--- src/rtl/pipe_addsub_pkg.sv ---
// Shared package for the pipelined adder/subtractor: operation encoding and
// the WIDTH/STAGES legality check used at elaboration.
package pipe_addsub_pkg;

    typedef enum logic [1:0] {
        OpAdd    = 2'b00,  // X + Y
        OpSubXY  = 2'b01,  // X - Y
        OpSubYX  = 2'b10,  // Y - X
        OpAddCin = 2'b11   // X + Y + Cin
    } addsub_op_t;

    // True when the operand width splits evenly into the requested segments.
    function automatic bit stages_ok(input int unsigned width, input int unsigned stages);
        return (stages != 0) && ((width % stages) == 0);
    endfunction

endpackage

--- src/rtl/addsub_seg.sv ---
// One carry segment: plain ripple add of two SEG_W-bit slices plus carry-in.
module addsub_seg #(
    parameter int unsigned SEG_W = 16
) (
    input  logic [SEG_W-1:0] a,
    input  logic [SEG_W-1:0] b,
    input  logic             cin,
    output logic [SEG_W-1:0] sum,
    output logic             cout
);

    assign {cout, sum} = {1'b0, a} + {1'b0, b} + {{SEG_W{1'b0}}, cin};

endmodule

--- src/rtl/pipe_addsub.sv ---
// Pipelined adder/subtractor. Each stage adds one SEG_W-bit segment using the
// carry registered by the stage before it; unprocessed operand bits travel
// along so the finished sum is time-aligned at the output. Valid/ready
// handshake on both sides, with bubble collapsing when downstream stalls.
// Optional Zero/Ovf flag logic is built when PIPE_ADDSUB_FLAGS_EN is defined;
// otherwise both flags are tied to 0.
module pipe_addsub
    import pipe_addsub_pkg::*;
#(
    parameter int unsigned WIDTH  = 64,
    parameter int unsigned STAGES = 4
) (
    input  logic             clk,
    input  logic             reset,
    input  logic             Flush,
    input  logic [WIDTH-1:0] X,
    input  logic [WIDTH-1:0] Y,
    input  logic [1:0]       Op,
    input  logic             Cin,
    input  logic             InValid,
    output logic             InReady,
    output logic             OutValid,
    input  logic             OutReady,
    output logic [WIDTH-1:0] S,
    output logic             CO,
    output logic             Zero,
    output logic             Ovf
);

    localparam int unsigned SEG_W = WIDTH / STAGES;
    localparam int unsigned LAST  = STAGES - 1;

    if (!stages_ok(WIDTH, STAGES)) begin : g_bad_cfg
        $error("pipe_addsub: WIDTH must be a non-zero multiple of STAGES");
    end

    addsub_op_t       op;
    logic [WIDTH-1:0] eff_a;
    logic [WIDTH-1:0] eff_b;
    logic             eff_cin;
    logic [STAGES-1:0] v_q;
    logic [STAGES-1:0] adv;
    logic             hole;

    // Map the operation onto a single A + B + cin form (subtract = A + ~B + 1)
    always_comb begin
        op      = addsub_op_t'(Op);
        eff_a   = X;
        eff_b   = Y;
        eff_cin = 1'b0;
        unique case (op)
            OpAdd:    ;
            OpSubXY:  begin
                eff_b   = ~Y;
                eff_cin = 1'b1;
            end
            OpSubYX:  begin
                eff_a   = Y;
                eff_b   = ~X;
                eff_cin = 1'b1;
            end
            OpAddCin: eff_cin = Cin;
            default:  ;
        endcase
    end

    // A stage advances if it or any stage downstream of it is empty, or the sink takes data
    always_comb begin
        adv  = '0;
        hole = OutReady;
        for (int k = STAGES - 1; k >= 0; k--) begin
            hole   = hole | ~v_q[k];
            adv[k] = hole;
        end
    end

    assign InReady  = adv[0];
    assign OutValid = v_q[LAST];

    // Valid bits: cleared by reset or Flush, otherwise shifted wherever a stage advances
    always_ff @(posedge clk) begin
        if (reset || Flush) begin
            v_q <= '0;
        end else begin
            if (adv[0]) v_q[0] <= InValid;
            for (int k = 1; k < STAGES; k++) begin
                if (adv[k]) v_q[k] <= v_q[k-1];
            end
        end
    end

    for (genvar k = 0; k < STAGES; k++) begin : g_stage
        // Operand bits still to be added, lowest segment at bit 0
        localparam int unsigned IN_W = WIDTH - k * SEG_W;

        logic [IN_W-1:0]          a_in;
        logic [IN_W-1:0]          b_in;
        logic                     c_in;
        logic [SEG_W-1:0]         seg_sum;
        logic                     seg_co;
        logic [(k+1)*SEG_W-1:0]   s_next;
        logic [(k+1)*SEG_W-1:0]   s_q;
        logic                     c_q;

        if (k == 0) begin : g_head
            assign a_in   = eff_a;
            assign b_in   = eff_b;
            assign c_in   = eff_cin;
            assign s_next = seg_sum;
        end else begin : g_body
            assign a_in   = g_stage[k-1].g_fwd.a_q;
            assign b_in   = g_stage[k-1].g_fwd.b_q;
            assign c_in   = g_stage[k-1].c_q;
            assign s_next = {seg_sum, g_stage[k-1].s_q};
        end

        addsub_seg #(
            .SEG_W (SEG_W)
        ) u_seg (
            .a    (a_in[SEG_W-1:0]),
            .b    (b_in[SEG_W-1:0]),
            .cin  (c_in),
            .sum  (seg_sum),
            .cout (seg_co)
        );

        // Capture the completed low sum bits and this segment's carry
        always_ff @(posedge clk) begin
            if (adv[k]) begin
                s_q <= s_next;
                c_q <= seg_co;
            end
        end

        if (k < LAST) begin : g_fwd
            logic [IN_W-SEG_W-1:0] a_q;
            logic [IN_W-SEG_W-1:0] b_q;

            // Forward the not-yet-added operand bits, shifted down one segment
            always_ff @(posedge clk) begin
                if (adv[k]) begin
                    a_q <= a_in[IN_W-1:SEG_W];
                    b_q <= b_in[IN_W-1:SEG_W];
                end
            end
        end else begin : g_tail
            assign S  = s_q;
            assign CO = c_q;
`ifdef PIPE_ADDSUB_FLAGS_EN
            logic zero_q;
            logic ovf_q;

            // Flags from the final segment; top operand/sum bits are the original MSBs
            always_ff @(posedge clk) begin
                if (adv[k]) begin
                    zero_q <= (s_next == '0);
                    ovf_q  <= (a_in[SEG_W-1] == b_in[SEG_W-1]) &&
                              (seg_sum[SEG_W-1] != a_in[SEG_W-1]);
                end
            end

            assign Zero = zero_q;
            assign Ovf  = ovf_q;
`else
            assign Zero = 1'b0;
            assign Ovf  = 1'b0;
`endif
        end
    end

endmodule

--- config.mk ---
export PLATFORM = sky130hd
export DESIGN_NAME = pipe_addsub
export DESIGN_NICKNAME = d
export VERILOG_FILES = /design/src/rtl/pipe_addsub_pkg.sv /design/src/rtl/addsub_seg.sv /design/src/rtl/pipe_addsub.sv
export SDC_FILE = /design/constraint.sdc
export NUM_CORES = 1
export LEC_CHECK = 0
export BUFFER_PORTS_ARGS = -buffer_cell sky130_fd_sc_hd__buf_2
export CORE_MARGIN = 2
export CORE_UTILIZATION = 44
export CTS_CLUSTER_SIZE = 8
export DETAILED_ROUTE_END_ITERATION = 8
export PLACE_DENSITY_LB_ADDON = 0.25
export SLEW_MARGIN = 5
export SYNTH_ARGS = -nofsm -noshare
export SYNTH_HDL_FRONTEND = slang
export SYNTH_HIERARCHICAL = 1
export SYNTH_SLANG_ARGS = --single-unit
--- constraint.sdc ---
create_clock -name clk -period 4 [get_ports clk]
set_input_delay 0.4 -clock clk [delete_from_list [all_inputs] [get_ports clk]]
set_output_delay 0.4 -clock clk [all_outputs]
set_load 0.005 [all_outputs]
# Word-level counts from Yosys, hierarchy flattened
# Index checks and enable logic that the tools add are counted.
# totals
ff_bits,360
# classes
n_addsub,8
eq_ne,3
n_mux,3
bitwise,10
reduce_logical,2
# ops
op,count
64-bit inverter,2
64-bit one-hot mux with 2 select lines,1
16-bit by 16-bit adder with 17-bit output,4
17-bit by 1-bit adder with 17-bit output,4
64-bit 2-to-1 mux,1
"2-bit == test, second input constant",2
1-bit inverter,4
1-bit OR,4
"2-bit by 1-bit == test with 1-bit output, second input constant",1
1-bit one-hot mux with 2 select lines,1
2-bit OR reduction,1
1-bit logical OR,1

# Logic depth before layout (Yosys ltp)
# Gate-level depths: netlist of run 1.
# logic_depth
depth_word,5
depth_mapped,14

# By module
# The synthesis of run 1 kept the hierarchy.
# by_module_without_submodules
mod,n_inst,cells_each,area_each_um2,seq_area_each_um2
pipe_addsub,1,738,13299.0,10770.3
addsub_seg (g_stage[0].u_seg ...),2,89,733.2,0.0
addsub_seg (g_stage[2].u_seg),1,94,748.2,0.0
addsub_seg (g_stage[3].u_seg),1,94,747.0,0.0

# Worst setup path after synthesis of run 1
# No wires, ideal clock.
# synth_path
path_type,input -> register
startpoint,in OutReady
endpoint,reg g_stage[0].c_q (enable)
setup_ps,1032
t_arrival_ps,2578
required_ps,2968
setup_slack_ps,390
stages,2
n_path_buf,0
path_cell_list,and4b_1 > nand2_1
# synth_via
elab_chain_len,4
# synth_rtl
item,line_no,rtl
from (decl),pipe_addsub.sv:23,"input logic OutReady,"
1-bit OR (4 in a row),pipe_addsub.sv:72,hole = hole | ~v_q[k];
named net InReady,pipe_addsub.sv:21,"output logic InReady,"
to (signal assigned),pipe_addsub.sv:131,c_q <= seg_co;
to (decl),pipe_addsub.sv:103,logic c_q;
# The timed path passes the listed nets, and every way through them passes these cells.
# A chain may end at the register's enable or synchronous reset.

# Worst setup path in the final report of run 1
# layout_path
startpoint,in Op[0]
endpoint,reg g_stage[0].s_q[15] (data pin)
# layout_via
elab_chain_len,4
# layout_rtl
item,line_no,rtl
from (decl),pipe_addsub.sv:18,"input logic [1:0] Op,"
2-bit == test,pipe_addsub.sv:51,unique case (op)
64-bit 2-to-1 mux,pipe_addsub.sv:51,
named net eff_a[10],pipe_addsub.sv:38,logic [WIDTH-1:0] eff_a;
16-bit by 16-bit adder with 17-bit output,addsub_seg.sv:12,"assign {cout, sum} = {1'b0, a} + {1'b0, b} + {{SEG_W{1'b0}}, cin};"
17-bit by 1-bit adder with 17-bit output,addsub_seg.sv:12,
named net g_stage[0].s_next[15],pipe_addsub.sv:101,logic [(k+1)*SEG_W-1:0] s_next;
to (signal assigned),pipe_addsub.sv:130,s_q <= s_next;
to (decl),pipe_addsub.sv:102,logic [(k+1)*SEG_W-1:0] s_q;
# The timed path passes the listed nets, and every way through them passes these cells.

==> results by group, run 1 <==
Worst setup path
  • CP cell instances: buf_2 > inv_1 > ha_4 > buf_4 > buf_4 > mux2_2 > ha_1 > a21o_1 > o21bai_1 > o2bb2ai_1 > a211o_1 > xor2_1
  • Setup slack, reg-to-reg: 1.27 ns
  • Worst Path Required: 4.28 ns
  • Worst reg2reg path endpoint: g_stage[1].c_q$_DFFE_PP_
  • RR Startpoint: g_stage[0].g_fwd.a_q[0]$_DFFE_PP_
  • Most frequent CP cell: buf_4
  • Critical path peak fanout: 45
  • Slowest library cell on the worst path: buf_4
  • Worst Setup End Kind: register
  • CP Class: input port to register
  • CP Launch Type: input port
  • Crit-path max cell delay: 0.45 ns
  • Crit path DAT: 3.32 ns
  • FF-to-FF path depth: 8

Floorplan
  • DIE HEIGHT: 196.2 um
  • Die X: 196.2 um
  • Die area: 38,510 um2
  • Cell row count: 70
  • Core ar.: 36,520 um2
  • Starting Density: 44.52%
  • Io pins: 205

Timing
  • Min Tclk post-route: 3.041 ns
  • Slew Limit Fails: 0
  • Final period utilization: 76.04%
  • Worst-Margin Slew: 1.005 ns
  • Maximum clock frequency: 328.8 MHz
  • Worst slew margin: 32.98%
  • Clk_skew: 0.01815 ns
  • Final setup viols: 0
  • Hold Fails Final Rpt: 0
  • RSZ-0062 raised after global routing: false
  • Setup TNS: 0 ns
  • Final Worst Setup Slack: 0.9586 ns

Synth
  • Post-Syn Area: 16,260 um2
  • Flops & latches, synth: 360
  • Ys async rst share: 0%
  • Synth Instances: 1,104
  • Yosys top cell area share: 65.74%
  • Syn_area_per_cell: 14.73 um2
  • Post-synth cell types: 51
  • Synth warn: 6
  • Main synth FF type: edfxtp_1
  • Synth area leaders: edfxtp_1 (66%), ha_1 (4.9%), mux2_2 (4.4%)
  • Leading area contributor after synthesis: edfxtp_1
  • EDFF count, synth: 356
  • Seq/Total Area, Yosys: 66.24%

Route
  • Residual DRC: 0
  • Vias: 9,316
  • ANT nets after route: 0
  • DRC violation total after the first TritonRoute iteration: 475
  • TritonRoute pass-1 iters: 4
  • DRT Wirelength: 29,570 um
  • WL/cell: 16.27 um
  • Routed vias/inst: 5.127

Clock tree
  • Clock sink count: 360
  • Worst-Skew Late Latency: 0.55 ns
  • Root buf cell: clkbuf_16
  • CTS Buffer Depth: 3
  • H-tree depth: 2
  • CTS tree: yes
  • Post-CTS setup buffers: 0
  • Clock transition at path regs: 0.05 ns
  • CTS buffer count: 50
  • Hold buffers post-CTS: 0
  • PostCTS Resize Cnt: 0

Global route
  • Global-route wire length before repair: 47,340 um
  • Vias in the first global route: 9,351
  • Grt total ovfl: 0
  • GRT Overall Usage: 15.56%
  • Initial antenna violation count: 4
  • Largest net degree at the start of global routing: 78

Cells and area
  • Finished Core Util: 52.53%
  • Layout cell share with drive strength beyond 1: 28.03%
  • Final net count: 1,541
  • Area Overhead vs Synth: 17.99%
  • Final Instance Count excl. Fillers: 1,817

Hold path
  • Hold path endpoint: v_q[0]$_SDFFE_PP0P_
  • Worst hold path class: input port to register
  • Hold path cells: 2
  • Hold path start: InValid

Place
  • Port Buffer Count: 202
  • RePlAce Congestion: 0.8109
  • Hpwl dp: 20,660 um
  • Post-Place Cells: 1,749
  • Pre-CTS setup slack: 0.4239 ns

Flow run
  • Max Cap Violations: 0

Power and ir drop
  • Logic pwr share: 15.7%
  • VDD IR max: 292.4 uV
  • Switch Pwr: 0.002591 W
  • Total power: 0.01105 W
  • Pwr Density: 576.1 nW/um2
  • Power share of the sequential group: 51.0%
  • Switching Fraction: 23.44%
  • Lkg Pwr: 7.488 nW
  • Pint: 0.008462 W
  • Clock power frac: 33.3%

Status
  • Outcome: complete, no violations
## state kept, by name (all words and copies together) (netlist names)
name               count
g_stage.s_q           96
g_stage.c_q            3
S                     64
CO                     1
g_stage.g_fwd.a_q     96
v_q                    4
g_stage.g_fwd.b_q     96
## worst max-delay path: cells and delay by family
family	cells	cell delay, ns
buffers and inverters	4	0.95
AOI/OAI and AO/OA	4	0.86
adders and majority gates	2	0.55
muxes	1	0.40
xor gates and xnor gates	1	0.14
## per-layer routing
| layer | track usage (%) | up-vias | wire [um] |
|---|---|---|---|
| met5 | 0 | - | 0 |
| li1 | - | 4643 | - |
| met1 | 18.37 | 4429 | 12320 |
| met3 | 3.301 | 58 | 1327 |
| met4 | 6.145 | 0 | 810 |
| met2 | 27.78 | 186 | 15110 |
## layout by cell type, fill, tap and decap left out, types with 3 or more instances in the layout
cell / netlist / routed
buf_4: 2 / 13
xor2_1: 22 / 22
and4_1: 4 / 4
o211ai_1: 6 / 6
inv_1: 13 / 10
dfxtp_1: 4 / 4
xnor2_1: 34 / 34
o21a_1: 11 / 11
nand2_1: 13 / 12
clkbuf_1: 11 / 11
nor2b_1: 7 / 7
a21o_1: 25 / 25
o21bai_1: 8 / 8
a21o_2: 3 / 3
or2_2: 6 / 6
nand3_1: 10 / 10
ha_1: 64 / 61
nand2b_1: 102 / 102
o21ai_0: 16 / 16
edfxtp_1: 356 / 356
o21ai_2: 4 / 4
and3_1: 6 / 6
or2b_1: 30 / 30
a21oi_1: 41 / 41
buf_2: 27 / 202
fa_1: 8 / 8
mux2_2: 64 / 64
nor3_1: 4 / 4
a211oi_2: 4 / 4
nor2_1: 82 / 82
clkbuf_16: 0 / 51
nand4_1: 6 / 6
a21oi_2: 10 / 10
a31oi_1: 70 / 70
diode_2: 0 / 4
## final cells by class
cell class / count / area, um2
flip-flops and latches: 360 / 10770
repair buffers: 216 / 1129
fillers: 3070 / 17340
multi-input cells: 692 / 5289
inverters: 13 / 52.55
well taps: 468 / 585.6
diodes: 4 / 10.01
clock buffers: 62 / 1318
clock inverters: 2 / 32.53
## logic make-up (layout without fill, tap and decap cells)
logic type / Yosys count / after routing / synth area share [%]
flip-flops: 360 / 360 / 66.24
AND/OR/NAND/NOR: 273 / 273 / 9.272
AO/OA/AOI/OAI: 225 / 225 / 9.634
adder cells (fa/ha/maj): 72 / 72 / 5.910
multiplexers: 64 / 64 / 4.432
XOR/XNOR: 56 / 56 / 3.016
buffers and inverters: 53 / 293 / 1.477
other: 1 / 6 / 0.02306
## Yosys cell counts, drive strengths merged (13+ instances only)
master and instances:
o21ai 22, xnor2 34, nor2 82, edfxtp 356, nand2 13, a21o 28
inv 13, or2b 30, a31oi 70, mux2 64, xor2 22, nand2b 102
a21oi 51, ha 64, buf 29
## worst max path at each step
stage,slack (ns),end,startpoint,depth (start not counted)
2_1_floorplan,0.39,g_stage[0].c_q$_DFFE_PP_,OutReady,2
3_3_place_gp,0.51,g_stage[0].s_q[15]$_DFFE_PP_,Op[0],12
3_5_place_dp,0.42,g_stage[0].c_q$_DFFE_PP_,Op[0],14
4_1_cts,0.98,g_stage[0].s_q[15]$_DFFE_PP_,Op[0],12
5_1_grt,0.73,g_stage[0].c_q$_DFFE_PP_,Op[0],14
6_report,0.96,g_stage[0].s_q[15]$_DFFE_PP_,Op[0],12
## metrics by stage
step | hold WS [ns] | instance area, um2
after global placement | 0.4003 | 17830
final | 0.07209 | 19190
after detailed placement | 0.4045 | 17830
after CTS | 0.04489 | 19180
after global routing | 0.07149 | 19190
after floorplan | 0.4003 | 16260
## power by group through the flow
stage | combinational, W | clock [W] | sequential, W
floorplan | 0.00107 | 0 | 0.00565
global placement | 0.00172 | 0 | 0.00568
detailed placement | 0.00175 | 0 | 0.00572
CTS | 0.00176 | 0.00379 | 0.00565
global route | 0.00195 | 0.00395 | 0.00572
finish | 0.00174 | 0.00368 | 0.00563
(Power assumes the default switching activity.)
==> inputs of run 2 (changes only) <==
==> constraint.sdc (replaced) <==
create_clock -name clk -period 3.07 [get_ports clk]
set_input_delay 0.307 -clock clk [delete_from_list [all_inputs] [get_ports clk]]
set_output_delay 0.307 -clock clk [all_outputs]
set_load 0.005 [all_outputs]
==> run 2 against run 1 <==
  * Via count up 0.26%
  * First-iteration DRC count up 1.9%
  * Count of clock-buffer cells in the layout up 1
  * Hold slack worse by 0.0049 ns
  * Worst setup slack worse by 0.64 ns
  * Clock power up 30%
  * Utilization up 0.54 points
  * Total power up 31%
  * Register-to-register slack worse by 0.95 ns
  * Critical path depth down 4
  * Global-route usage down 0.16 points
  * Cell area up 1.0%
==> results by group, run 2 (synthesis results as in run 1) <==
Status
  • Outcome: complete, no violations

Route
  • DRC violation total after the first TritonRoute iteration: 484
  • TritonRoute pass-1 iters: 5
  • ANT nets after route: 0
  • Vias: 9,340
  • WL/cell: 15.89 um
  • DRT Wirelength: 29,220 um
  • Residual DRC: 0
  • Routed vias/inst: 5.082

Worst setup path
  • Critical path peak fanout: 3
  • CP cell instances: fa_1 > fa_1 > a21oi_2 > o21ai_2 > a21oi_2 > o221ai_2 > a221o_1 > a21o_1
  • Worst Setup End Kind: register
  • Top delay family on crit path: compound AO/OA/AOI/OAI gates
  • Crit path DAT: 3.04 ns
  • RR Startpoint: g_stage[0].g_fwd.a_q[0]$_DFFE_PP_
  • Worst Path Required: 3.36 ns
  • CP Class: register to register
  • Crit-path max cell delay: 0.47 ns
  • CP Launch Type: register
  • Worst path bufs/invs: 0
  • Worst setup startpoint: g_stage[0].g_fwd.a_q[0]$_DFFE_PP_
  • Slowest library cell on the worst path: fa_1

Cells and area
  • Layout cell share with drive strength beyond 1: 29.25%
  • Number of fill cells: 3,051
  • Final net count: 1,559
  • Final Instance Count excl. Fillers: 1,838
  • Finished Core Util: 53.08%
  • Most frequent cells in the layout: edfxtp_1 (356), buf_2 (202), nand2b_1 (102), nor2_1 (82), a31oi_1 (70)
  • Area Overhead vs Synth: 19.21%
  • Top flop regs: g_stage.g_fwd.a_q (96), g_stage.g_fwd.b_q (96), g_stage.s_q (96)
  • Most common cell after layout, fill and taps aside: edfxtp_1
  • Design area: 19,380 um2

Global route
  • Global-route wire length before repair: 47,240 um
  • Largest net degree at the start of global routing: 98
  • Grt total ovfl: 0
  • Vias in the first global route: 9,410
  • GRT Overall Usage: 15.40%
  • Initial antenna violation count: 6

Place
  • RePlAce Congestion: 0.8152
  • Post-Place Cells: 1,766
  • Pre-CTS setup slack: -0.06999 ns
  • Placement Cell Area: 18,010 um2
  • Port Buffer Count: 202
  • Hpwl dp: 20,250 um

Timing
  • RSZ-0062 raised after global routing: false
  • Worst-Margin Slew: 1.067 ns
  • Final setup viols: 0
  • Worst slew margin: 28.85%
  • Final period utilization: 89.57%
  • Final Worst Setup Slack: 0.3203 ns
  • Min Tclk post-route: 2.750 ns
  • Setup TNS: 0 ns
  • Hold Fails Final Rpt: 0
  • Clk_skew: 0.02036 ns
  • Slew Limit Fails: 0
  • Maximum clock frequency: 363.7 MHz

Hold path
  • Worst hold path class: input port to register
  • Hold path start: reset

Floorplan
  • Die X: 196.2 um
  • DIE HEIGHT: 196.2 um
  • Cell row count: 70
  • Core ar.: 36,520 um2
  • Die area: 38,510 um2
  • Io pins: 205
  • Starting Density: 44.52%

Clock tree
  • CTS Buffer Depth: 3
  • PostCTS Resize Cnt: 0
  • Clock transition at path regs: 0.05 ns
  • CTS buffer count: 50
  • H-tree depth: 2
  • Worst-Skew Late Latency: 0.55 ns
  • Root buf cell: clkbuf_16
  • Clock sink count: 360
  • CTS tree: yes

Power and ir drop
  • Pwr Density: 745.1 nW/um2
  • Lkg Pwr: 7.593 nW
  • VDD IR max: 433.0 uV

Flow run
  • Max Cap Violations: 0
==> run 2: timing repair <==
action,in CTS,in global routing
hold endpoints to repair,1,0
buffers inserted,0,0
hold buffers,1,0
==> run 2: metrics by stage <==
stage          hold WS [ns]  total power [W]
2_1_floorplan        0.4003         0.008777
3_3_place_gp         0.4003         0.009683
3_5_place_dp         0.4045         0.009767
4_1_cts             0.03521          0.01465
5_1_grt             0.04941          0.01521
6_report            0.06722          0.01444
==> run 2: layout make-up <==
| cell class | instances | area (um2) | share of cell area, % |
|---|---|---|---|
| diodes | 6 | 15.01 | 0.07745 |
| well taps | 468 | 585.6 | 3.021 |
| clock inverters | 2 | 32.53 | 0.1678 |
| repair buffers | 234 | 1304 | 6.726 |
| multi-input cells | 692 | 5301 | 27.35 |
| flip-flops and latches | 360 | 10770 | 55.56 |
| inverters | 13 | 55.05 | 0.2840 |
| clock buffers | 63 | 1321 | 6.816 |
==> run 2: worst paths after layout <==
kind	to	cells past startpoint	slack (ns)
max	g_stage[1].c_q$_DFFE_PP_	8	0.32
min	v_q[3]$_SDFFE_PP0P_	3	0.07
max reg2reg	g_stage[1].c_q$_DFFE_PP_	8	0.32
min reg2reg	g_stage[2].s_q[0]$_DFFE_PP_	0	0.40
==> run 2: per-layer routing <==
layer	global-route usage, %	vias up	routed length (um)
met3	2.699	61	1070
met4	7.604	0	1006
met2	26.70	191	14850
li1	-	4677	-
met5	0	-	0
met1	18.62	4411	12290
==> run 2: report_power, final <==
part           total (W)  internal, W  switching, W
Sequential       0.00733      0.00699      0.000342
Clock            0.00480      0.00295       0.00185
Combinational    0.00232      0.00113       0.00118
==> run 2: tightest hold or removal path: stages <==
cell	delay (ns)
buf_2	0.09
nor2_1	0.07
o21a_1	0.10
